==> src/rtl/val_rdy_queue_pkg.sv <==
// val_rdy_queue_pkg
//   Shared sizing helpers for the val/rdy queue. It holds the default
//   message width and depth, the pointer and count widths for that default
//   depth, and a clog2 constant function. Other files use the function to
//   size their own logic from their actual parameters.
//   No ports.
package val_rdy_queue_pkg;

  // Constant-evaluable ceil(log2(value)). Valid for value >= 1.
  function automatic int clog2(input int value);
    int v;
    int r;
    v = value - 1;
    r = 0;
    while (v > 0) begin
      r++;
      v = v >> 1;
    end
    return r;
  endfunction

  localparam int DEF_NBITS       = 32;
  localparam int DEF_NUM_ENTRIES = 4;

  // Pointer width indexes the storage. Count width has to hold the value
  // "depth" itself, so it is sized for depth+1.
  localparam int DEF_PTR_W = clog2(DEF_NUM_ENTRIES);
  localparam int DEF_CNT_W = clog2(DEF_NUM_ENTRIES + 1);

endpackage

==> src/rtl/val_rdy_queue_if.sv <==
// val_rdy_queue_if
//   Bundles the enqueue side, the dequeue side and the occupancy output of
//   the val/rdy queue.
//
//   Handshake: a side transfers a message on a rising clock edge if and
//   only if val and rdy are both 1 at that edge. A producer may raise val
//   without waiting for rdy. enq_rdy never depends on deq_rdy.
//
//   Signals
//     enq_val / enq_rdy / enq_msg : upstream producer side
//     deq_val / deq_rdy / deq_msg : downstream consumer side
//     num_free                    : free entry count
//   Modports
//     slave  : the queue itself
//     master : the environment that drives enq and consumes deq
interface val_rdy_queue_if
  import val_rdy_queue_pkg::*;
#(
  parameter int p_nbits       = DEF_NBITS,
  parameter int p_num_entries = DEF_NUM_ENTRIES
);
  localparam int CW = clog2(p_num_entries + 1);

  logic               enq_val;
  logic               enq_rdy;
  logic [p_nbits-1:0] enq_msg;
  logic               deq_val;
  logic               deq_rdy;
  logic [p_nbits-1:0] deq_msg;
  logic [CW-1:0]      num_free;

  modport slave (
    input  enq_val, enq_msg, deq_rdy,
    output enq_rdy, deq_val, deq_msg, num_free
  );

  modport master (
    output enq_val, enq_msg, deq_rdy,
    input  enq_rdy, deq_val, deq_msg, num_free
  );

endinterface

==> src/rtl/val_rdy_queue_ctrl.sv <==
// val_rdy_queue_ctrl
//   Queue control. Holds the write pointer, the read pointer and the
//   occupancy count. It produces the handshake ready/valid signals and the
//   write/advance strobes for the storage held in the top level.
//   Optional macro VAL_RDY_QUEUE_BYPASS_EN adds a zero-cycle path from enq
//   to deq when the queue is empty.
//   Ports
//     clk, reset     : clock; synchronous active-low reset
//     enq_val        : upstream valid
//     deq_rdy        : downstream ready
//     enq_rdy        : count != depth
//     deq_val        : count != 0 (or a bypassing message)
//     num_free       : depth - count
//     wr_ptr, rd_ptr : storage write/read indices
//     wr_en          : write enq_msg to storage[wr_ptr] this edge
//     bypass_sel     : deq_msg should come straight from enq_msg
module val_rdy_queue_ctrl
  import val_rdy_queue_pkg::*;
#(
  parameter int p_num_entries = DEF_NUM_ENTRIES,
  localparam int PW = clog2(p_num_entries),
  localparam int CW = clog2(p_num_entries + 1)
) (
  input  logic          clk,
  input  logic          reset,
  input  logic          enq_val,
  input  logic          deq_rdy,
  output logic          enq_rdy,
  output logic          deq_val,
  output logic [CW-1:0] num_free,
  output logic [PW-1:0] wr_ptr,
  output logic [PW-1:0] rd_ptr,
  output logic          wr_en,
  output logic          bypass_sel
);

  logic [CW-1:0] count;
  logic          enq_go;
  logic          deq_go;
  logic          rd_adv;

  assign enq_rdy  = (count != CW'(p_num_entries));
  assign num_free = CW'(p_num_entries) - count;
  assign enq_go   = enq_val && enq_rdy;

`ifdef VAL_RDY_QUEUE_BYPASS_EN
  logic bypass_go;
  // When the queue is empty, an arriving message is presented on deq
  // immediately. If it is also taken in the same cycle, it never touches
  // storage, so the pointers and the count must stay put.
  assign bypass_sel = (count == '0) && enq_val;
  assign deq_val    = (count != '0) || bypass_sel;
  assign deq_go     = deq_val && deq_rdy;
  assign bypass_go  = bypass_sel && deq_rdy;
  assign wr_en      = enq_go && !bypass_go;
  assign rd_adv     = deq_go && !bypass_go;
`else
  assign bypass_sel = 1'b0;
  assign deq_val    = (count != '0);
  assign deq_go     = deq_val && deq_rdy;
  assign wr_en      = enq_go;
  assign rd_adv     = deq_go;
`endif

  // Pointers wrap naturally because the depth is a power of two.
  always_ff @(posedge clk) begin
    if (!reset) begin
      wr_ptr <= '0;
      rd_ptr <= '0;
      count  <= '0;
    end else begin
      if (wr_en)  wr_ptr <= wr_ptr + PW'(1);
      if (rd_adv) rd_ptr <= rd_ptr + PW'(1);
      if (wr_en && !rd_adv)      count <= count + CW'(1);
      else if (!wr_en && rd_adv) count <= count - CW'(1);
    end
  end

endmodule

==> src/rtl/val_rdy_queue.sv <==
// val_rdy_queue
//   Parameterised val/rdy FIFO with circular-buffer storage. It absorbs rate
//   mismatch and backpressure between a producer and a downstream pipeline
//   register. Control lives in val_rdy_queue_ctrl. This level holds the
//   storage array and the read mux.
//   Optional macro VAL_RDY_QUEUE_BYPASS_EN: zero-cycle enq->deq pass-through
//   when empty. Without it, every output is driven only from registered
//   state.
//   Ports
//     clk   : clock; all state updates on posedge
//     reset : synchronous, active-low
//     q     : val_rdy_queue_if.slave (enq side, deq side, num_free)
//   Parameters
//     p_nbits       : message width (>= 1)
//     p_num_entries : depth, power of two, >= 2
module val_rdy_queue
  import val_rdy_queue_pkg::*;
#(
  parameter int p_nbits       = DEF_NBITS,
  parameter int p_num_entries = DEF_NUM_ENTRIES
) (
  input  logic           clk,
  input  logic           reset,
  val_rdy_queue_if.slave q
);

  localparam int PW = clog2(p_num_entries);

  logic [p_nbits-1:0] storage [p_num_entries];
  logic [PW-1:0]      wr_ptr;
  logic [PW-1:0]      rd_ptr;
  logic               wr_en;
  logic               bypass_sel;

  val_rdy_queue_ctrl #(
    .p_num_entries (p_num_entries)
  ) u_ctrl (
    .clk        (clk),
    .reset      (reset),
    .enq_val    (q.enq_val),
    .deq_rdy    (q.deq_rdy),
    .enq_rdy    (q.enq_rdy),
    .deq_val    (q.deq_val),
    .num_free   (q.num_free),
    .wr_ptr     (wr_ptr),
    .rd_ptr     (rd_ptr),
    .wr_en      (wr_en),
    .bypass_sel (bypass_sel)
  );

  // Storage is deliberately not reset. A write during a reset cycle is
  // suppressed so a discarded message cannot land in the array.
  always_ff @(posedge clk) begin
    if (reset && wr_en) storage[wr_ptr] <= q.enq_msg;
  end

  assign q.deq_msg = bypass_sel ? q.enq_msg : storage[rd_ptr];

endmodule

==> src/flat_wrapper.sv <==
// flat-port wrapper written by rule: the top's interface ports become plain ports
module val_rdy_queue_flat import val_rdy_queue_pkg::*;
#(
  parameter int p_nbits       = DEF_NBITS,
  parameter int p_num_entries = DEF_NUM_ENTRIES
)
  (clk, reset, q_enq_val, q_enq_msg, q_deq_rdy, q_enq_rdy, q_deq_val, q_deq_msg, q_num_free);
  val_rdy_queue_if #(.p_nbits(p_nbits), .p_num_entries(p_num_entries)) q_i ();
  input  logic clk;
  input  logic reset;
  input wire logic [$bits(q_i.enq_val)-1:0] q_enq_val;
  input wire logic [$bits(q_i.enq_msg)-1:0] q_enq_msg;
  input wire logic [$bits(q_i.deq_rdy)-1:0] q_deq_rdy;
  output wire logic [$bits(q_i.enq_rdy)-1:0] q_enq_rdy;
  output wire logic [$bits(q_i.deq_val)-1:0] q_deq_val;
  output wire logic [$bits(q_i.deq_msg)-1:0] q_deq_msg;
  output wire logic [$bits(q_i.num_free)-1:0] q_num_free;
  assign q_i.enq_val = q_enq_val;
  assign q_i.enq_msg = q_enq_msg;
  assign q_i.deq_rdy = q_deq_rdy;
  assign q_enq_rdy = q_i.enq_rdy;
  assign q_deq_val = q_i.deq_val;
  assign q_deq_msg = q_i.deq_msg;
  assign q_num_free = q_i.num_free;
  val_rdy_queue #(.p_nbits(p_nbits), .p_num_entries(p_num_entries)) u_core (.clk(clk), .reset(reset), .q(q_i));
endmodule
==> config.mk <==
export PLATFORM = sky130hd
export DESIGN_NAME = val_rdy_queue_flat
export DESIGN_NICKNAME = d
export VERILOG_FILES = /design/src/rtl/val_rdy_queue_pkg.sv /design/src/rtl/val_rdy_queue_if.sv /design/src/rtl/val_rdy_queue_ctrl.sv /design/src/rtl/val_rdy_queue.sv /design/src/flat_wrapper.sv
export SDC_FILE = /design/constraint.sdc
export NUM_CORES = 1
export LEC_CHECK = 0
export CAP_MARGIN = 20
export CORE_UTILIZATION = 54
export CTS_CLUSTER_DIAMETER = 120
export DETAILED_ROUTE_END_ITERATION = 10
export HOLD_SLACK_MARGIN = 0.08
export PLACE_DENSITY_LB_ADDON = 0.2
export SYNTH_ARGS = -nofsm -noshare
export SYNTH_HDL_FRONTEND = slang
export SYNTH_SLANG_ARGS = --single-unit
==> constraint.sdc <==
create_clock -name clk -period 2.57 [get_ports clk]
set_input_delay 0.514 -clock clk [delete_from_list [all_inputs] [get_ports clk]]
set_output_delay 0.514 -clock clk [all_outputs]
set_load 0.005 [all_outputs]
==> flow_summary.json, run 1 <==
{
  "slew_violations": 0,
  "clk_latency_ns": 0.51,
  "internal-power_mw": 5.26,
  "io_buffers": 72,
  "clockBufferDepth": 2,
  "finalHoldViolCount": 0,
  "pre_cts_ws_ns": 0.0557,
  "start_util_pct": 55.8,
  "fmax_mhz": 400,
  "dp_hpwl_mm": 5.18,
  "fin_util_pct": 73.5,
  "fill_cells": 559,
  "drt_iter0_drc": 87,
  "syn_area_sq_mm": 0.00518,
  "nets": 365,
  "rows": 35,
  "fin_area_sq_mm": 0.00683,
  "wl_per_cell_um": 19.4,
  "ios": 73,
  "crit_type": "reg -> out",
  "worstPathArrival_ns": 1.99,
  "grt.overflow.total": 0,
  "drc": 0,
  "clock-sinks": 137,
  "endpoint_kind": "output pin",
  "critPathMaxFanout": 8,
  "clkSlewWorstSetupHoldPaths_ns": 0.06,
  "rsz0062_at_grt": "no",
  "skew_ns": 0.00742,
  "setup_slack_ns": 0.0682,
  "grt_pass1_wl_mm": 14.3,
  "core-area_sq_mm": 0.00928,
  "synth_nets": 266,
  "finalWirelength_mm": 8.97,
  "finalNonFillerCells": 462,
  "cts-buffers-inserted": 17,
  "post_dp_cell_area_sq_mm": 0.00616,
  "ys_types": 23,
  "synth_seq_cells": 137,
  "syn_inst": 221,
  "crit_required_ns": 2.06,
  "die_height_um": 99.9,
  "pwr-share-seq_pct": 39.9,
  "yosys_warnings": 0,
  "worstMarginPinSlew_ns": 0.320,
  "first_pass_iters": 5,
  "sw_frac_of_total_pct": 22.8,
  "syn2layout_area_growth_pct": 31.8,
  "cts_root_buffer": "clkbuf_8",
  "setup_viol": 0,
  "tritoncts": "done",
  "p_switching_mw": 1.55,
  "hold_buffers": 0,
  "post_drt_via_cell_ratio": 5.33,
  "grt_pass1_vias": 2646,
  "die_w_um": 99.9,
  "drive_gt1_share_pct": 25.5,
  "cp-start-kind": "register",
  "placedCellCount": 424,
  "hp-class": "reg -> reg",
  "powerDensity_mw_per_mm2": 998,
  "fin_crit_ns": 2.50,
  "relSlewSlack_pct": 78.6,
  "maxCapViolCount": 0,
  "antenna_found_initial": 0,
  "outcome": "completed",
  "cp_slowest_cell": "mux4_2",
  "post-route-period-util_pct": 97.3,
  "grt_max_degree": 33,
  "htree_levels": 4,
  "vdd.ir_drop.worst_v": 0.000724,
  "finalPower_mw": 6.81,
  "combPwrFrac_pct": 22.9,
  "reg2reg_depth": 10,
  "syn_area_per_cell_sq_um": 23.4,
  "ant_nets": 0,
  "slowest_delay_ns": 0.50,
  "p_leak_nw": 2.35,
  "yosysSeqAreaShare_pct": 77.7,
  "pwr-share-clk_pct": 37.1,
  "num_vias": 2461,
  "grt_util_all_layers_pct": 20.3,
  "antenna_cells": 0,
  "dieArea_sq_mm": 0.00999,
  "hold_path_depth": 2,
  "path_cells": "buf_4 > buf_12 > mux4_2 > dlygate4sd2_1",
  "gp_congestion": 0.678
}
## state kept, by name, indices dropped and copies added (netlist names), named ones only
| register | flops |
|---|---|
| u_core.storage | 128 |
| u_core.u_ctrl.count | 3 |
| u_core.u_ctrl.rd_ptr | 2 |
| u_core.u_ctrl.wr_ptr | 2 |
## layout by cell type (no fill, tap or decap), types with 2 or more instances in the layout
| cell type | synthesis | routed |
|---|---|---|
| edfxtp_1 | 128 | 128 |
| clkdlybuf4s50_1 | 0 | 40 |
| mux4_2 | 30 | 32 |
| dlygate4sd2_1 | 0 | 30 |
| clkbuf_16 | 0 | 16 |
| inv_1 | 9 | 9 |
| buf_12 | 3 | 9 |
| ha_1 | 8 | 8 |
| buf_4 | 1 | 7 |
| dfxtp_1 | 9 | 6 |
| and2_1 | 5 | 5 |
| bufinv_16 | 0 | 5 |
| and3_2 | 0 | 4 |
| xnor2_1 | 4 | 4 |
| nor2b_1 | 3 | 3 |
| clkinv_4 | 0 | 3 |
| mux2i_1 | 2 | 2 |
| dfxtp_4 | 0 | 2 |
| clkbuf_1 | 1 | 2 |
| clkinv_1 | 0 | 2 |
| clkinv_2 | 0 | 2 |
| dlymetal6s2s_1 | 0 | 2 |
## cell usage after synthesis
cell type	instances	area, sq um
buf_6	1	11.3
mux2i_1	2	20.0
buf_12	3	60.1
a21boi_0	1	7.51
buf_2	4	20.0
and2_1	5	31.3
edfxtp_1	128	3840
nand3b_1	1	7.51
inv_1	9	33.8
xor2_1	1	8.76
dfxtp_1	9	180
or3_1	1	6.26
clkbuf_1	1	3.75
nor2b_1	3	18.8
ha_1	8	100
o21ai_0	1	5.00
nand2b_1	1	6.26
and3_1	4	25.0
buf_4	1	7.51
mux4_1	2	52.6
mux4_2	30	676
fa_1	1	20.0
xnor2_1	4	35.0
## what timing repair did
item | CTS | global route
pin swaps | 0 | 0
cloned | 2 | 0
setup endpoints to repair | 32 | 14
gates resized for setup | 35 | 6
setup buffers | 4 | 1
## metal layers
| metal | GRT usage (%) | vias to the layer above | share of wire (%) |
|---|---|---|---|
| li1 | - | 1102 | - |
| met2 | 31.7 | 81 | 51 |
| met5 | 0 | - | 0 |
| met4 | 9.39 | 0 | 1.3 |
| met3 | 5.36 | 15 | 5.0 |
| met1 | 27.2 | 1263 | 42 |
## through the flow
stage / hold WS (ns) / TNS, ns
after global routing: 0.582 / 0
after detailed placement: 0.543 / 0
after CTS: 0.569 / -0.381
final: 0.544 / 0
after floorplan: 0.482 / 0
after global placement: 0.510 / 0
## critical path, delay by kind of cell (launching register included)
kind	cells	cell delay, ns
buf+inv	3	0.56
flops	1	0.42
mux	1	0.50
## logic make-up (layout without fill, tap and decap cells)
group | count (synthesis) | count (layout) | synth area share [%]
AO/OA/AOI/OAI | 2 | 2 | 0.242
flip-flops | 137 | 137 | 77.7
XOR/XNOR | 5 | 5 | 0.845
multiplexers | 34 | 34 | 14.4
AND/OR/NAND/NOR | 15 | 15 | 1.84
adder cells (fa/ha/maj) | 9 | 9 | 2.32
buffers and inverters | 19 | 131 | 2.63
## path summary, 6_finish.rpt
kind	startpoint	end	slack, ns
hold reg to reg	u_core.u_ctrl.count[2]	u_core.u_ctrl.count[2]	0.54
setup reg to reg	u_core.u_ctrl.count[1]	u_core.u_ctrl.count[2]	0.22
hold / removal	u_core.u_ctrl.count[2]	u_core.u_ctrl.count[2]	0.54
setup / recovery	register	q_deq_msg[0]	0.07
## cell type report
| class | instances | area (sq um) | share of cell area, % |
|---|---|---|---|
| multi-input combinational | 65 | 1020 | 14.9 |
| clock inverter | 13 | 201 | 2.95 |
| timing repair buffer | 90 | 960 | 14.1 |
| clock buffer | 19 | 422 | 6.18 |
| sequential | 137 | 4030 | 59.1 |
| tap | 129 | 161 | 2.36 |
| inverter | 9 | 33.8 | 0.495 |
## power by group through the flow
stage	registers (mW)	clock network [mW]	logic, mW
CTS	2.72	2.56	1.62
finish	2.72	2.53	1.56
global route	2.74	2.66	1.71
global placement	2.73	0	1.58
detailed placement	2.74	0	1.59
floorplan	2.71	0	0.908
Power figures use the tool's default switching activity.
==> run 2, diff against run 1 <==
--- a/config.mk
+++ b/config.mk
@@ -10,7 +10,7 @@
 export CTS_CLUSTER_DIAMETER = 120
 export DETAILED_ROUTE_END_ITERATION = 10
 export HOLD_SLACK_MARGIN = 0.08
-export PLACE_DENSITY_LB_ADDON = 0.2
+export PLACE_DENSITY = 0.82
 export SYNTH_ARGS = -nofsm -noshare
 export SYNTH_HDL_FRONTEND = slang
 export SYNTH_SLANG_ARGS = --single-unit
==> flow_summary.json, run 2 (same netlist as run 1, synthesis figures left out) <==
{
  "syn2layout_area_growth_pct": 29.8,
  "finalPower_mw": 6.51,
  "clock-sinks": 137,
  "drc": 0,
  "grt_pass1_vias": 2618,
  "post_dp_cell_area_sq_mm": 0.00609,
  "largest_register_ffs": 128,
  "fin_area_sq_mm": 0.00672,
  "antenna_cells": 0,
  "drt_iter0_drc": 158,
  "post_drt_via_cell_ratio": 5.22,
  "clockBufferDepth": 2,
  "fill_cells": 554,
  "io_buffers": 72,
  "die_height_um": 99.9,
  "worstPathArrival_ns": 2.09,
  "die_w_um": 99.9,
  "first_pass_iters": 4,
  "gp_congestion": 0.716,
  "drive_gt1_share_pct": 28.2,
  "setup_slack_ns": -0.0335,
  "post-route-period-util_pct": 101,
  "p_leak_nw": 2.35,
  "hp-class": "reg -> reg",
  "finalWirelength_mm": 9.12,
  "finalNonFillerCells": 466,
  "core-area_sq_mm": 0.00928,
  "nets": 369,
  "num_vias": 2431,
  "top_regs": "u_core.storage: 128 flops, u_core.u_ctrl.count: 3 flops",
  "fin_hold_ws_ns": 0.539,
  "fin_crit_ns": 2.60,
  "ant_nets": 0,
  "dieArea_sq_mm": 0.00999,
  "maxCapViolCount": 0,
  "cp-start-kind": "register",
  "worstMarginPinSlew_ns": 0.286,
  "mostFrequentLayoutCells": "edfxtp_1 (128), clkdlybuf4s50_1 (51), mux4_2 (30), buf_4 (17), clkbuf_16 (16)",
  "slew_violations": 0,
  "grt_max_degree": 18,
  "htree_levels": 4,
  "grt.overflow.total": 0,
  "wl_per_cell_um": 19.6,
  "antenna_found_initial": 0,
  "fmax_mhz": 384,
  "rsz0062_at_grt": "yes",
  "powerDensity_mw_per_mm2": 969,
  "tritoncts": "done",
  "relSlewSlack_pct": 80.9,
  "fin_util_pct": 72.4,
  "regMostFlops": "u_core.storage",
  "cts_root_buffer": "clkbuf_8",
  "finalHoldViolCount": 0,
  "skew_ns": 0.00547,
  "outcome": "finished, violations left",
  "vdd.ir_drop.worst_v": 0.000571,
  "clkSlewWorstSetupHoldPaths_ns": 0.06,
  "final_common_cell": "edfxtp_1",
  "setup_viol": 9,
  "start_util_pct": 55.8,
  "cts-buffers-inserted": 17,
  "grt_util_all_layers_pct": 20.2,
  "rows": 35,
  "crit_type": "reg -> out",
  "violations": "setup timing",
  "grt_pass1_wl_mm": 14.1,
  "clk_latency_ns": 0.51,
  "placedCellCount": 428,
  "endpoint_kind": "output pin",
  "ios": 73,
  "critPathMaxFanout": 7,
  "crit_required_ns": 2.06,
  "dp_hpwl_mm": 5.64
}
run 2: cell types whose count changed in the layout (fill, tap and decap cells not counted), moves of 4 or more:
cell | previous run | this run
bufinv_16 | 5 | 1
dlygate4sd2_1 | 30 | 6
inv_6 | 0 | 5
buf_12 | 9 | 2
clkbuf_2 | 0 | 5
buf_4 | 7 | 17
clkdlybuf4s50_1 | 40 | 51
dlymetal6s2s_1 | 2 | 10
run 2: what timing repair did:
| action | CTS | global route |
|---|---|---|
| pin swaps | 0 | 0 |
| setup buffers | 4 | 2 |
| hold buffers | 0 | 0 |
| resized for setup | 17 | 26 |
| setup endpoints to repair | 31 | 26 |
run 2: where the power goes:
group,internal [mW],total (mW),switching [mW]
combinational,0.988,1.57,0.583
clock,1.30,2.23,0.927
sequential,2.62,2.72,0.0941
run 2: layer usage:
| layer | vias to the layer above | global-route usage, % | part of all wire, % |
|---|---|---|---|
| li1 | 1118 | - | - |
| met1 | 1235 | 24.2 | 39 |
| met2 | 72 | 34.6 | 55 |
| met3 | 6 | 6.27 | 5.3 |
| met4 | 0 | 7.13 | 0.89 |
| met5 | - | 0 | 0 |
run 2: worst max-delay path, cell delays in order (launching register included):
cell	delay, ns
dfxtp_4	0.44
buf_6	0.16
mux4_2	0.51
clkdlybuf4s50_1	0.46
run 2: final timing paths:
| path | from | end | depth (start not counted) | slack [ns] |
|---|---|---|---|---|
| setup / recovery | register | q_deq_msg[21] | 3 | -0.03 |
| hold / removal | u_core.u_ctrl.count[2] | u_core.u_ctrl.count[2] | 2 | 0.54 |
| setup reg to reg | u_core.u_ctrl.count[1] | u_core.u_ctrl.count[2] | 10 | 0.26 |
| hold reg to reg | u_core.u_ctrl.count[2] | u_core.u_ctrl.count[2] | 2 | 0.54 |
run 2: layout make-up:
| class | count | area, sq um | area share, % |
|---|---|---|---|
| Clock buffer | 17 | 414 | 6.16 |
| Clock inverter | 15 | 141 | 2.10 |
| Inverter | 9 | 33.8 | 0.503 |
| Multi-Input combinational cell | 65 | 1030 | 15.3 |
| Sequential cell | 137 | 4030 | 59.9 |
| Tap cell | 129 | 161 | 2.40 |
| Timing Repair Buffer | 94 | 915 | 13.6 |
run 2: stage by stage:
stage          setup TNS [ns]  worst slack [ns]
6_report               -0.153           -0.0335
5_1_grt                 -1.00            -0.114
4_1_cts                 -1.71            -0.111
3_3_place_gp                0             0.146
3_5_place_dp                0            0.0625
2_1_floorplan               0             0.239
==> run 3, diff against run 2 <==
--- a/config.mk
+++ b/config.mk
@@ -6,11 +6,13 @@
 export NUM_CORES = 1
 export LEC_CHECK = 0
 export CAP_MARGIN = 20
-export CORE_UTILIZATION = 54
+export CORE_UTILIZATION = 55
 export CTS_CLUSTER_DIAMETER = 120
 export DETAILED_ROUTE_END_ITERATION = 10
 export HOLD_SLACK_MARGIN = 0.08
+export MAX_ROUTING_LAYER = met4
 export PLACE_DENSITY = 0.82
 export SYNTH_ARGS = -nofsm -noshare
 export SYNTH_HDL_FRONTEND = slang
+export SYNTH_HIERARCHICAL = 1
 export SYNTH_SLANG_ARGS = --single-unit
==> flow_summary.json, run 3 <==
{
  "clkSlewWorstSetupHoldPaths_ns": 0.06,
  "post-route-period-util_pct": 97.6,
  "final_common_cell": "edfxtp_1",
  "num_vias": 3373,
  "antenna_cells": 0,
  "core-area_sq_mm": 0.00991,
  "yosys_warnings": 6,
  "dp_hpwl_mm": 6.57,
  "synth-main-ff-cell": "edfxtp_1",
  "start_util_pct": 57.4,
  "drive_gt1_share_pct": 21.1,
  "fin_setup_tns_ns": 0,
  "powerDensity_mw_per_mm2": 926,
  "critPathMaxFanout": 8,
  "gp_congestion": 0.704,
  "syn_inst": 360,
  "vdd.ir_drop.worst_v": 0.000614,
  "reg2reg_depth": 10,
  "worstPathArrival_ns": 1.99,
  "rows": 36,
  "outcome": "completed",
  "syn_area_per_cell_sq_um": 15.8,
  "top_regs": "u_core/storage: 128 flops, u_core/u_ctrl/count: 3 flops",
  "synthTopCellsByCount": "edfxtp_1 (128), inv_1 (40), nor2b_1 (34), mux2i_1 (33), a211oi_1 (32)",
  "htree_levels": 4,
  "syn_area_sq_mm": 0.00569,
  "ant_nets": 0,
  "finalWirelength_mm": 11.8,
  "maxCapViolCount": 0,
  "syn2layout_area_growth_pct": 32.1,
  "first_pass_iters": 4,
  "post_dp_cell_area_sq_mm": 0.00669,
  "slowest_delay_ns": 0.45,
  "synth_top_area_share_pct": 67.5,
  "synth_mux_area_share_pct": 5.80,
  "synth_seq_cells": 135,
  "grt_util_all_layers_pct": 23.7,
  "rsz0062_at_grt": "yes",
  "cts-buffers-inserted": 17,
  "grt_max_degree": 37,
  "synth_top_family_by_area": "compound AO/OA/AOI/OAI gates",
  "p_leak_nw": 2.67,
  "cp-start-kind": "register",
  "async_reset_ff_share_pct": 0,
  "hold_path_depth": 2,
  "yosys.area.top_type": "edfxtp_1",
  "drt_iter0_drc": 224,
  "ys_top_cells_by_area": "edfxtp_1 (68%), mux2i_1 (5.8%), a211oi_1 (4.2%), nor2b_1 (3.7%), a221oi_2 (3.4%)",
  "synthSimpleGateAreaFrac_pct": 5.54,
  "fin_area_sq_mm": 0.00752,
  "grt_pass1_vias": 3653,
  "synth_most_common_cell": "edfxtp_1",
  "finalPower_mw": 6.97,
  "synth_nets": 401,
  "synth_xor_area_share_pct": 0.923,
  "hold_buffers": 0,
  "ys_types": 30,
  "synth_edf_count": 128,
  "endpoint_kind": "output pin",
  "antenna_found_initial": 0,
  "crit_required_ns": 2.06,
  "cp_slowest_cell": "dfxtp_4",
  "largest_register_ffs": 128,
  "setup_viol": 0,
  "path_cells": "buf_6 > buf_4 > buf_4 > nor2b_1 > a211oi_1 > a221oi_2 > dlygate4sd2_1",
  "grt_pass1_wl_mm": 18.7,
  "fmax_mhz": 399,
  "wl_per_cell_um": 19.2,
  "clockBufferDepth": 2,
  "mostFrequentLayoutCells": "edfxtp_1 (128), clkdlybuf4s50_1 (40), inv_1 (40), mux2i_1 (33), nor2b_1 (31)",
  "rrSetupSlack_ns": 0.12,
  "hp-class": "reg -> reg",
  "crit_end": "q_deq_msg[30]",
  "rr_endpoint": "u_core/u_ctrl/count[2]",
  "synth-compound-area-share_pct": 10.8,
  "die_w_um": 104,
  "regMostFlops": "u_core/storage",
  "crit_type": "reg -> out",
  "finalHoldViolCount": 0,
  "grt.overflow.total": 0,
  "io_buffers": 72,
  "ios": 73,
  "yosys.area_share.adder_pct": 1.23,
  "clk_latency_ns": 0.51,
  "dieArea_sq_mm": 0.0108,
  "fin_crit_ns": 2.51,
  "die_height_um": 104,
  "skew_ns": 0.00874,
  "timing.rr.start": "u_core/u_ctrl/count[0]",
  "drc": 0,
  "slew_violations": 0,
  "nets": 508,
  "yosysSeqAreaShare_pct": 70.0,
  "cp-startpoint": "u_core/u_ctrl/rd_ptr[0]",
  "post_drt_via_cell_ratio": 5.51,
  "tritoncts": "done",
  "cts_root_buffer": "clkbuf_8",
  "cp_common_cell": "buf_4",
  "clock-sinks": 135
}
[run 3: how the worst min path moves through the flow]
stage / startpoint / slack [ns] / end
3_5_place_dp: u_core/u_ctrl/count[2] / 0.53 / u_core/u_ctrl/count[2]
2_1_floorplan: u_core/u_ctrl/count[2] / 0.47 / u_core/u_ctrl/count[2]
6_report: u_core/u_ctrl/count[2] / 0.55 / u_core/u_ctrl/count[2]
4_1_cts: u_core/u_ctrl/count[2] / 0.54 / u_core/u_ctrl/count[2]
5_1_grt: u_core/u_ctrl/count[1] / 0.57 / u_core/u_ctrl/count[1]
3_3_place_gp: u_core/u_ctrl/count[2] / 0.50 / u_core/u_ctrl/count[2]
[run 3: layout make-up]
cell class,instances,area [sq um]
inverters,40,150
fillers,591,2390
clock buffers,18,418
clock inverters,13,204
repair buffers,109,1100
well taps,133,166
flip-flops and latches,135,3990
multi-input cells,164,1490
[run 3: routing by layer]
| layer | routed length, um | GRT usage (%) | up-vias |
|---|---|---|---|
| met2 | 6300 | 41.4 | 108 |
| met4 | 77 | 8.98 | 0 |
| met3 | 621 | 4.53 | 7 |
| li1 | - | - | 1591 |
| met1 | 4750 | 27.1 | 1667 |
| met5 | 0 | - | - |
[run 3: through the flow]
stage	utilization, %	std cells	setup WS [ns]	hold slack, ns
detailed placement	67.5	561	-0.0255	0.534
finish	75.9	612	0.0615	0.551
CTS	75.4	610	-0.00362	0.545
floorplan	-	360	-0.430	0.474
global route	75.9	612	-0.00352	0.567
global placement	67.5	561	0.158	0.496
[run 3: kinds of logic after synthesis]
group | Yosys count
other cells | 1
flops | 135
xor+xnor | 6
simple gates | 51
fa+ha+maj | 5
buf+inv | 63
compound gates | 66
mux | 33
[run 3: power breakdown]
part | switching (mW) | leakage (nW) | total, mW | internal (mW)
Combinational | 0.840 | 1.16 | 1.76 | 0.923
Clock | 0.854 | 0.296 | 2.52 | 1.66
Sequential | 0.108 | 1.22 | 2.69 | 2.58
[run 3: repair_timing]
action / CTS / global route
gates resized for setup: 41 / 18
setup endpoints to repair: 33 / 10
pin swaps: 2 / 1
gates cloned: 2 / 0
setup buffers: 16 / 2
[run 3: worst max-delay path: cells and delay by family (launching register included)]
kind,cells,cell delay [ns]
buffers and inverters,4,0.68
DFF,1,0.45
AOI/OAI and AO/OA,2,0.29
and+or+nand+nor,1,0.04
==> patch: new RTL, flow settings as in run 1 <==
`DEF_NBITS`: 32 -> 64.
--- a/src/rtl/val_rdy_queue_pkg.sv
+++ b/src/rtl/val_rdy_queue_pkg.sv
@@ -19,7 +19,7 @@
     return r;
   endfunction
 
-  localparam int DEF_NBITS       = 32;
+  localparam int DEF_NBITS       = 64;
   localparam int DEF_NUM_ENTRIES = 4;
 
   // Pointer width indexes the storage. Count width has to hold the value
Interface: changed (resized q_deq_msg and q_enq_msg); port bits go from 73 to 137. The function was not compared with the original's and may differ.
==> patch against run 1 <==
Largest cell class unchanged. Sequential cell count is 128 higher. Cell area rose by 87%. Critical path depth did not move. Worst setup slack worse by 8.6 ps. Power up 81%. Area after synthesis up 90%. Wire length up 93%. Sequential power is 90% higher. Critical endpoint is now q_deq_msg[43].
==> patch: results (changes against run 1) <==
Setup path
  – Critical path's top delay family: buffers and inverters
  – Crit path to: q_deq_msg[43]
  – Critical Path Fanout Max: 13 (+5)
  – Reg-to-reg endpoint: u_core.u_ctrl.count[2]
  – Flop-to-flop setup slack: 190 ps (-30 ps)
  – Reg2reg start: u_core.u_ctrl.count[0]
  – CP Data Arrival Time: 2000 ps

Global routing
  – Global-route track usage on met1: 0.257 (-0.0153)
  – First-pass GRT wire length: 26200 µm (+83%)
  – Vias in the first global route: 4736 (+79%)
  – Largest net degree at the start of global routing: 38 (+15%)
  – Met2 usage: 0.323 (+0.00652)
  – GR Util All Layers: 0.192 (-0.0113)
  – GR Util met3: 0.0378 (-0.0158)

Logic synthesis
  – Top post-synthesis cells by area: edfxtp_1, mux4_2, dfxtp_1, buf_12, mux4_1
  – Post-synthesis sequential area ratio: 0.800 (+0.0234)
  – Distinct cells, synth: 24 (+4.3%)
  – Post-synth net total: 465 (+75%)
  – Number of synthesized flops with an enable pin: 256 (+100%)
  – Post-Syn Instances: 388 (+76%)
  – Synth cell count leaders: edfxtp_1, mux4_2, dfxtp_1, inv_1, ha_1

Placed design
  – Setup WS pre-CTS: -13.4 ps (-69.1 ps)
  – Port bufs: 136 (+89%)
  – Dpl cells: 751 (+77%)
  – Hpwl dp: 10300 µm (+100%)
  – Gpl congestion: 0.723 (+6.7%)
  – Placed cell area: 11600 µm² (+89%)

Routing
  – Met3 wire length: 894 µm (+100%)
  – Detailed Routing Iterations Pass 1: 4 (-1)
  – M1 WL: 7270 µm (+92%)
  – Vias per Instance: 5.54 (+4.0%)
  – DRT iter0 DRCs: 247 (+180%)
  – Met2 wire length: 8820 µm (+91%)
  – Average routed wire per standard cell: 21.3 µm (+9.6%)

Cells and area
  – Largest registers: u_core.storage x256, u_core.u_ctrl.count x3
  – # nets final: 647 (+77%)
  – Share of layout cells above drive strength 1: 0.261 (+0.00576)
  – Non-filler instance count after layout: 815 (+76%)

Status
  – Status: complete, no violations

CTS
  – Post-CTS Resized: 106 (+200%)
  – Num CTS Buffers: 26 (+9)
  – CTS root buffer: clkbuf_16
  – # H-tree levels: 1 (-3)
  – Postcts setup bufs: 11 (+7)
  – Clock Path Buffers: 3 (+1)

Pwr
  – Lkg Pwr: 4.25 nW (+81%)
  – Clock power share: 0.337 (-0.034)
  – P_comb: 3.01 mW (+93%)
  – Switching power share of the total: 0.222 (-0.00610)
  – Worst VDD drop: 0.000865 V (+19%)
  – Power Internal: 9.60 mW (+83%)

Min path
  – Hold endpoint: u_core.u_ctrl.count[2]
  – Worst hold path type: flip-flop to flip-flop
  – Hold depth: 2 (unchanged)

STA
  – Final min period: 2510 ps (+8.57 ps)
  – Clock Skew: 7.19 ps (-0.230 ps)
  – Slew headroom: 0.736 (-0.0502)
  – Hold Slack: 537 ps (-6.40 ps)
[patch: changes by cell type in the layout (fill, tap and decap cells not counted), moves of 5 or more]
cell,change
clkdlybuf4s50_1,+32
mux4_2,+29
clkdlybuf4s15_1,+31
edfxtp_1,+128
dlygate4sd2_1,-5
clkbuf_16,+11
clkbuf_2,+5
buf_12,+6
[patch: area by class of cell]
type / instances / area, µm²
Clock inverter: 15 / 246
Clock buffer: 33 / 718
Inverter: 9 / 33.8
Tap cell: 225 / 282
Timing Repair Buffer: 171 / 1870
Multi-Input combinational cell: 97 / 1770
Sequential cell: 265 / 7880
Fill cell: 1032 / 4740
[patch: kinds of logic after synthesis]
| group | synth area share |
|---|---|
| flip-flops | 0.800 |
| multiplexers | 0.150 |
| buffers and inverters | 0.0220 |
| AND/OR/NAND/NOR | 0.00967 |
| adder cells (fa/ha/maj) | 0.0122 |
| XOR/XNOR | 0.00445 |
| AO/OA/AOI/OAI | 0.00127 |
